===== config.mk =====
export PLATFORM = sky130hd
export DESIGN_NAME = ext_mailbox
export DESIGN_NICKNAME = d
export VERILOG_FILES = /design/src/rtl/ext_mailbox.sv
export SDC_FILE = /design/constraint.sdc
export NUM_CORES = 1
export LEC_CHECK = 0
export ABC_AREA = 1
export CORE_ASPECT_RATIO = 0.6
export CORE_UTILIZATION = 50
export DETAILED_ROUTE_END_ITERATION = 7
export PLACE_DENSITY = 0.79
export REMOVE_ABC_BUFFERS = 1
export SETUP_SLACK_MARGIN = 0.15
export SLEW_MARGIN = 20
export SYNTH_ARGS = -nofsm -noshare
export SYNTH_HDL_FRONTEND = slang
export SYNTH_SLANG_ARGS = --single-unit

===== constraint.sdc =====
create_clock -name clk_i -period 5.5 [get_ports clk_i]
set_input_delay 1.1 -clock clk_i [delete_from_list [all_inputs] [get_ports clk_i]]
set_output_delay 1.1 -clock clk_i [all_outputs]
set_load 0.02 [all_outputs]

===== src/rtl/ext_mailbox.sv =====
// ext_mailbox: register-bus mailbox with a TX FIFO drained by an outbound
// valid/ready stream and an RX FIFO filled by an inbound valid/ready stream.
// Register map: 0x00 TXDATA (W), 0x04 RXDATA (R, pops), 0x08 STATUS (R), 0x0C CTRL (RW).
// Optional feature macro: EXT_MAILBOX_IRQ_EN adds the CTRL[1:0] interrupt enables
// and drives irq_o; without it irq_o is tied low and CTRL[1:0] reads 0.
module ext_mailbox #(
    parameter int unsigned DEPTH = 8
) (
    input  logic        clk_i,
    input  logic        rst_i,
    input  logic        reg_valid_i,
    input  logic        reg_write_i,
    input  logic [31:0] reg_addr_i,
    input  logic [31:0] reg_wdata_i,
    input  logic [3:0]  reg_wstrb_i,
    output logic        reg_ready_o,
    output logic [31:0] reg_rdata_o,
    output logic        reg_error_o,
    output logic        tx_valid_o,
    output logic [31:0] tx_data_o,
    input  logic        tx_ready_i,
    input  logic        rx_valid_i,
    input  logic [31:0] rx_data_i,
    output logic        rx_ready_o,
    output logic        irq_o
);

    localparam int unsigned AW = (DEPTH > 1) ? $clog2(DEPTH) : 1;
    localparam int unsigned CW = AW + 1;
    localparam logic [CW-1:0] CntFull = CW'(DEPTH);

    typedef enum logic [0:0] {StIdle, StResp} state_e;

    state_e        state_q;
    logic          ready_q;
    logic [31:0]   rdata_q;
    logic          error_q;

    logic [31:0]   tx_mem [DEPTH];
    logic [31:0]   rx_mem [DEPTH];
    logic [AW-1:0] tx_wr_q, tx_rd_q, rx_wr_q, rx_rd_q;
    logic [CW-1:0] tx_cnt_q, rx_cnt_q;

    logic tx_full, tx_empty, rx_full, rx_empty;
    logic acc;
    logic err_d;
    logic [31:0] rdata_d;
    logic [31:0] status;
    logic [31:0] ctrl_rd;
    logic tx_bus_push, rx_bus_pop, ctrl_wr;
    logic tx_push, tx_pop, rx_push, rx_pop;
    logic flush_tx, flush_rx;
    logic unused_addr;

    assign unused_addr = ^reg_addr_i[31:5];

    assign tx_full  = (tx_cnt_q == CntFull);
    assign tx_empty = (tx_cnt_q == '0);
    assign rx_full  = (rx_cnt_q == CntFull);
    assign rx_empty = (rx_cnt_q == '0);

    assign tx_valid_o  = !tx_empty;
    assign tx_data_o   = tx_empty ? 32'h0 : tx_mem[tx_rd_q];
    assign rx_ready_o  = !rx_full;
    assign reg_ready_o = ready_q;
    assign reg_rdata_o = rdata_q;
    assign reg_error_o = error_q;

`ifdef EXT_MAILBOX_IRQ_EN
    logic rx_irq_en_q, tx_irq_en_q;
    assign ctrl_rd = {30'h0, tx_irq_en_q, rx_irq_en_q};
    assign irq_o   = (rx_irq_en_q & !rx_empty) | (tx_irq_en_q & tx_empty);
`else
    assign ctrl_rd = 32'h0;
    assign irq_o   = 1'b0;
`endif

    // Decode the presented request against pre-edge FIFO state.
    always_comb begin
        acc         = (state_q == StIdle) && reg_valid_i;
        err_d       = 1'b0;
        rdata_d     = 32'h0;
        tx_bus_push = 1'b0;
        rx_bus_pop  = 1'b0;
        ctrl_wr     = 1'b0;
        status      = 32'h0;
        status[0]     = tx_full;
        status[1]     = tx_empty;
        status[2]     = rx_full;
        status[3]     = rx_empty;
        status[15:8]  = 8'(tx_cnt_q);
        status[23:16] = 8'(rx_cnt_q);
        if (reg_addr_i[4] || (reg_addr_i[1:0] != 2'b00)) begin
            err_d = 1'b1;
        end else if (reg_write_i) begin
            if (reg_wstrb_i != 4'hF) begin
                err_d = 1'b1;
            end else begin
                case (reg_addr_i[3:2])
                    2'd0: begin
                        if (tx_full) err_d = 1'b1;
                        else         tx_bus_push = 1'b1;
                    end
                    2'd3:    ctrl_wr = 1'b1;
                    default: err_d = 1'b1;
                endcase
            end
        end else begin
            case (reg_addr_i[3:2])
                2'd1: begin
                    if (rx_empty) begin
                        err_d = 1'b1;
                    end else begin
                        rx_bus_pop = 1'b1;
                        rdata_d    = rx_mem[rx_rd_q];
                    end
                end
                2'd2:    rdata_d = status;
                2'd3:    rdata_d = ctrl_rd;
                default: err_d = 1'b1;
            endcase
        end
        tx_push  = acc && tx_bus_push;
        rx_pop   = acc && rx_bus_pop;
        flush_tx = acc && ctrl_wr && reg_wdata_i[8];
        flush_rx = acc && ctrl_wr && reg_wdata_i[9];
        tx_pop   = tx_valid_o && tx_ready_i;
        rx_push  = rx_valid_i && rx_ready_o;
    end

    // Bus FSM with registered response; the response lasts exactly one cycle.
    always_ff @(posedge clk_i) begin
        if (rst_i) begin
            state_q <= StIdle;
            ready_q <= 1'b0;
            rdata_q <= 32'h0;
            error_q <= 1'b0;
        end else begin
            case (state_q)
                StIdle: begin
                    if (reg_valid_i) begin
                        state_q <= StResp;
                        ready_q <= 1'b1;
                        rdata_q <= rdata_d;
                        error_q <= err_d;
                    end
                end
                StResp: begin
                    state_q <= StIdle;
                    ready_q <= 1'b0;
                    rdata_q <= 32'h0;
                    error_q <= 1'b0;
                end
                default: state_q <= StIdle;
            endcase
        end
    end

    // FIFO pointers, counts and interrupt enables; flush overrides push/pop.
    always_ff @(posedge clk_i) begin
        if (rst_i) begin
            tx_wr_q  <= '0;
            tx_rd_q  <= '0;
            tx_cnt_q <= '0;
            rx_wr_q  <= '0;
            rx_rd_q  <= '0;
            rx_cnt_q <= '0;
`ifdef EXT_MAILBOX_IRQ_EN
            rx_irq_en_q <= 1'b0;
            tx_irq_en_q <= 1'b0;
`endif
        end else begin
            if (flush_tx) begin
                tx_wr_q  <= '0;
                tx_rd_q  <= '0;
                tx_cnt_q <= '0;
            end else begin
                if (tx_push) tx_wr_q <= tx_wr_q + AW'(1);
                if (tx_pop)  tx_rd_q <= tx_rd_q + AW'(1);
                if (tx_push && !tx_pop)      tx_cnt_q <= tx_cnt_q + CW'(1);
                else if (!tx_push && tx_pop) tx_cnt_q <= tx_cnt_q - CW'(1);
            end
            if (flush_rx) begin
                rx_wr_q  <= '0;
                rx_rd_q  <= '0;
                rx_cnt_q <= '0;
            end else begin
                if (rx_push) rx_wr_q <= rx_wr_q + AW'(1);
                if (rx_pop)  rx_rd_q <= rx_rd_q + AW'(1);
                if (rx_push && !rx_pop)      rx_cnt_q <= rx_cnt_q + CW'(1);
                else if (!rx_push && rx_pop) rx_cnt_q <= rx_cnt_q - CW'(1);
            end
`ifdef EXT_MAILBOX_IRQ_EN
            if (acc && ctrl_wr) begin
                rx_irq_en_q <= reg_wdata_i[0];
                tx_irq_en_q <= reg_wdata_i[1];
            end
`endif
        end
    end

    // Storage arrays are not reset; pointers keep stale entries unobservable.
    always_ff @(posedge clk_i) begin
        if (tx_push) tx_mem[tx_wr_q] <= reg_wdata_i;
        if (rx_push) rx_mem[rx_wr_q] <= rx_data_i;
    end

endmodule


## Word level (Yosys, flattened, before mapping)

Memory sizes are Yosys's and may differ from the RTL's. A register that Yosys moved wholly into a read port is not among the register bits.
Cells that the tools add are included.

| storage, ports and cells | value |
|---|---|
| register bits after elaboration | 55 |
| memory bits (writable) | 512 |
| input port bits | 106 |
| output and inout port bits | 69 |
| memories | 2 |

Memory list:

| memory | depth | width | rd ports | clocked after Yosys merged registers in | write ports | line | RTL |
|---|---|---|---|---|---|---|---|
| rx_mem | 8 | 32 | 1 | 1 | 1 | 40 | `logic [31:0] rx_mem [DEPTH];` |
| tx_mem | 8 | 32 | 1 | 1 | 1 | 39 | `logic [31:0] tx_mem [DEPTH];` |

| operators by class | value |
|---|---|
| add/subtract/negate cells | 8 |
| equality and inequality tests | 7 |
| muxes and demuxes | 45 |
| bitwise gates (word level) | 1 |
| reductions and logical operators | 28 |

Operators with widths:

| kind | number |
|---|---|
| $mux W32 | 5 |
| $pmux W32 S2 | 2 |
| $mux W1 | 25 |
| $mux W4 | 4 |
| $add A3 B1 Y3 const B | 4 |
| $logic_and A1 B1 Y1 | 12 |
| $mux W3 | 4 |
| $pmux W1 S2 | 5 |
| $add A4 B1 Y4 const B | 2 |
| $eq A4 B4 Y1 const B | 2 |
| $logic_not A4 Y1 | 2 |
| $sub A4 B1 Y4 const B | 2 |
| $logic_not A1 Y1 | 6 |
| $reduce_bool A2 Y1 | 3 |
| $reduce_or A2 Y1 | 3 |
| $eq A2 B2 Y1 const B | 2 |
| $ne A4 B4 Y1 const B | 1 |
| $eq A2 B1 Y1 const B | 1 |
| $logic_not A2 Y1 | 1 |
| $ne A2 B2 Y1 const B | 1 |
| $logic_or A1 B1 Y1 | 1 |
| $not A1 Y1 | 1 |

## Depth between registers and ports, before layout

| logic depth | value |
|---|---|
| depth in word-level cells | 11 |
| gate-level depth with buffers | 15 |
| mapped depth without buffers | 15 |

## Worst setup path before layout

No wires, ideal clock.

| timing path | value |
|---|---|
| path kind | in2reg |
| start point | in reg_addr_i[1] |
| end point | mem tx_mem[2][0] (enable) |
| data arrival time | 4.068 ns |
| data required time | 5.039 ns |
| slack | 0.971 ns |
| cell stages on the path | 6 |
| cells stage by stage | nor2_4 -> nand2_1 -> nor2_2 -> nand3_2 -> or2_4 -> nor3_1 |

| between the ends | value |
|---|---|
| word-level cells in the longest chain between the ends | 6 |

RTL lines:

| item | line | RTL |
|---|---|---|
| start: declaration | 13 | `input logic [31:0] reg_addr_i,` |
| $reduce_bool A2 Y1 | 93 | `if (reg_addr_i[4] \|\| (reg_addr_i[1:0] != 2'b00)) begin` |
| $logic_or A1 B1 Y1 | 93 |  |
| $mux W1 | 93 |  |
| $logic_and A1 B1 Y1 | 123 | `tx_push = acc && tx_bus_push;` |
| $mux W1 | 204 | `if (tx_push) tx_mem[tx_wr_q] <= reg_wdata_i;` |
| $mux W1 (not written as such) | 204 |  |
| end: declaration | 39 |  |

Every way passes these cells.

==> metrics.yaml <==
drt-initial-drc-count: 1600
coreArea_sq_um: 45100
cp_max_fo: 69
die_width_microns: 279
worst-endpoint-arrival_ps: 3630
netlist_instances: 1954
synth.distinct_cells: 37
floorplan.initialDensity_pct: 51.0
ys_seq_area_share_pct: 72.1
slowest_delay_ps: 750
setup_ws_ps: 769
area_growth_pct: 16.0
cts_hold_buf: 0
power_leakage_uw: 0.00917
holdWs_ps: 466
cts-resized-gates: 0
routedWlPerCell_microns: 19.2
grt_max_degree: 97
cp_num_buf_inv: 2
start_kind: "register"
required_ps: 4400
grt_pass1_wl_microns: 81200
nets: 2192
clock_sinks: 573
status: "finished clean"
rows: 60
hold_path_class: "register to register"
ys_ff_latch: 573
dpl_cell_area_sq_um: 25000
worst_skew_pair.late_latency_ps: 570
p_per_area_nw_per_um2: 401
stdcell_area_sq_um: 26700
clock_path_buffers: 3
yosysWarnings: 0
rsz0062_at_grt: "no"
fmax_mhz: 211
ioPinCount: 175
crit_family: "buffers and inverters"
max-vdd-ir-drop_mv: 0.212
synth.avg_cell_area_sq_um: 11.8
drive_above_1_share_pct: 6.68
routed_wl_microns: 52600
skew_ps: 24.1
crit_type: "register to output port"
endpoint_kind: "output port"
relSlewSlack_pct: 27.8
layout_min_cycle_time_ps: 4730
firstDrtPassIters: 5
tns_ps: 0
cts_buffers: 51
netlist_area_sq_um: 23000
maxSlewViolCount: 0
die_area_sq_um: 46900
drc: 0
ant_nets: 0
critical_path.slowest_cell: "dfxtp_4"
antenna_found_initial: 6
grt.total_usage_pct: 22.3
worstMarginPinSlew_ps: 1080
port_buffers: 146
synth_top_area_share_pct: 66.8
htree_levels: 2
cts_setup_buffers: 0
crit_chain: "buf_4 > o21ai_0 > o21ai_0 > o21ai_0 > a31oi_1 > clkdlybuf4s50_1"
synth_area_leaders: "edfxtp_1 (67%), nor2_1 (6.0%), dfxtp_1 (5.3%), o21ai_0 (5.3%), nand2_1 (3.9%)"
crit_top_cell: "o21ai_0"
hold_viol: 0
drv_cap: 0
grt_overflow: 0
setup_viol: 0
vias: 15100
viasPerCell: 5.51
cts-root-buf: "clkbuf_16"
dp_hpwl_microns: 29100
gp_congestion: 0.784
instances_no_fill: 2736
grt_pass1_vias: 14900
cts_tree: "built"
clk_pin_slew_ps: 60
synth_top_cell_by_area: "edfxtp_1"
pre_cts_ws_ps: 1320
fin_crit_sh_pct: 86.0
dp.cells: 2637
die_h_microns: 168
## through the flow
stage	total power (uW)	util [%]
3_5_place_dp	7240	55.5
6_report	10700	59.2
5_1_grt	11100	59.2
4_1_cts	10700	59.2
2_1_floorplan	6250	-
3_3_place_gp	7170	55.5
## power by group
part / total, uW / internal (uW) / leakage [uW] / switching [uW]
Sequential: 4960 / 4840 / 0.00512 / 117
Combinational: 2210 / 819 / 0.00325 / 1390
Clock: 3530 / 2020 / 0.000800 / 1510
## Yosys cell counts
cell type and n:
edfxtp_1 512, nor2_1 371, o21ai_0 244, nand2_1 240, nand3_1 105, inv_1 99, dfxtp_1 61, clkbuf_1 54
a21oi_1 51, o211ai_1 36, a31oi_1 32, o21ai_1 27, buf_2 23, ha_1 14, buf_4 13, buf_1 12
buf_6 10, nor3_1 10, xor2_1 8, inv_2 4, nand4_1 4, a211oi_1 3, clkinv_1 2, fa_1 2
nand3_2 2, nor2_2 2, nor2_8 2, or2_2 2, buf_8 1, conb_1 1, nand2_2 1, nand4_2 1
nand4_4 1, nor2_4 1, nor3b_1 1, or2_1 1, or2_4 1
## sequential cells by signal (all words and copies together), names as in the netlist, named ones only
| signal | count |
|---|---|
| rx_mem | 256 |
| rx_wr_q | 3 |
| tx_cnt_q | 4 |
| tx_wr_q | 3 |
| reg_error_o | 1 |
| reg_rdata_o | 32 |
| rx_rd_q | 3 |
| rx_cnt_q | 4 |
| tx_mem | 256 |
| reg_ready_o | 1 |
| tx_rd_q | 3 |
| state_q | 1 |
## worst reg2reg max path: stages, from the launching register on
cell and delay (ps):
dfxtp_1 370, nor2_1 290, nand3_2 780, nand2_1 470
ha_1 260, inv_1 100, ha_1 290, a21oi_1 150
nor2_1 50, nor2_1 110, xor2_1 150, nand2_1 60
a21oi_1 120
## area by class of cell
cell class / count / area [sq um]
fill: 3405 / 18400
sequential: 573 / 16600
multi-input combinational: 1163 / 5550
timing repair buffer: 176 / 1710
clock buffer: 68 / 1400
tap: 620 / 776
inverter: 105 / 395
clock inverter: 25 / 251
antenna: 6 / 15.0
## cells by family after synthesis
| kind of cell | after synthesis | synth area share [%] |
|---|---|---|
| buf+inv | 218 | 4.27 |
| fa+ha+maj | 16 | 0.935 |
| xor+xnor | 8 | 0.304 |
| other cells | 1 | 0.0163 |
| simple gates | 745 | 13.3 |
| flops | 573 | 72.1 |
| compound gates | 393 | 9.14 |
## layout by cell type, fill, tap and decap left out, types with 3 or more instances in the layout
cell type	n
nand3_1	105
inv_1	98
edfxtp_1	512
nand2_1	240
clkinv_2	10
clkdlybuf4s50_1	146
nand4_1	4
o211ai_1	36
a31oi_1	32
xor2_1	8
bufinv_16	5
clkinvlp_4	4
diode_2	6
buf_4	28
nor2_2	3
ha_1	14
nor2_1	362
o21ai_0	244
inv_2	3
clkinv_1	10
a21oi_1	51
o21ai_1	27
clkbuf_1	13
a211oi_1	3
clkbuf_16	53
dfxtp_1	57
nor2_4	9
nor3_2	8
## path summary, 6_finish.rpt
kind | startpoint | endpoint | slack, ps | cells after the start
setup / recovery | register | tx_data_o[20] | 770 | 6
hold / removal | reg_rdata_o[1]$_SDFFE_PP0P_ | reg_rdata_o[1]$_SDFFE_PP0P_ | 470 | 2
setup reg to reg | tx_cnt_q[0]$_SDFFE_PP0P_ | tx_cnt_q[3]$_SDFFE_PP0P_ | 2220 | 12
hold reg to reg | reg_rdata_o[1]$_SDFFE_PP0P_ | reg_rdata_o[1]$_SDFFE_PP0P_ | 470 | 2
## routing by layer
layer | share of wire [%] | vias up | track usage [%]
li1 | - | 7086 | -
met1 | 41 | 7262 | 30.1
met2 | 49 | 625 | 37.1
met3 | 7.4 | 102 | 3.14
met4 | 2.6 | 0 | 8.46
met5 | 0 | - | 0
(Power assumes the default switching activity.)
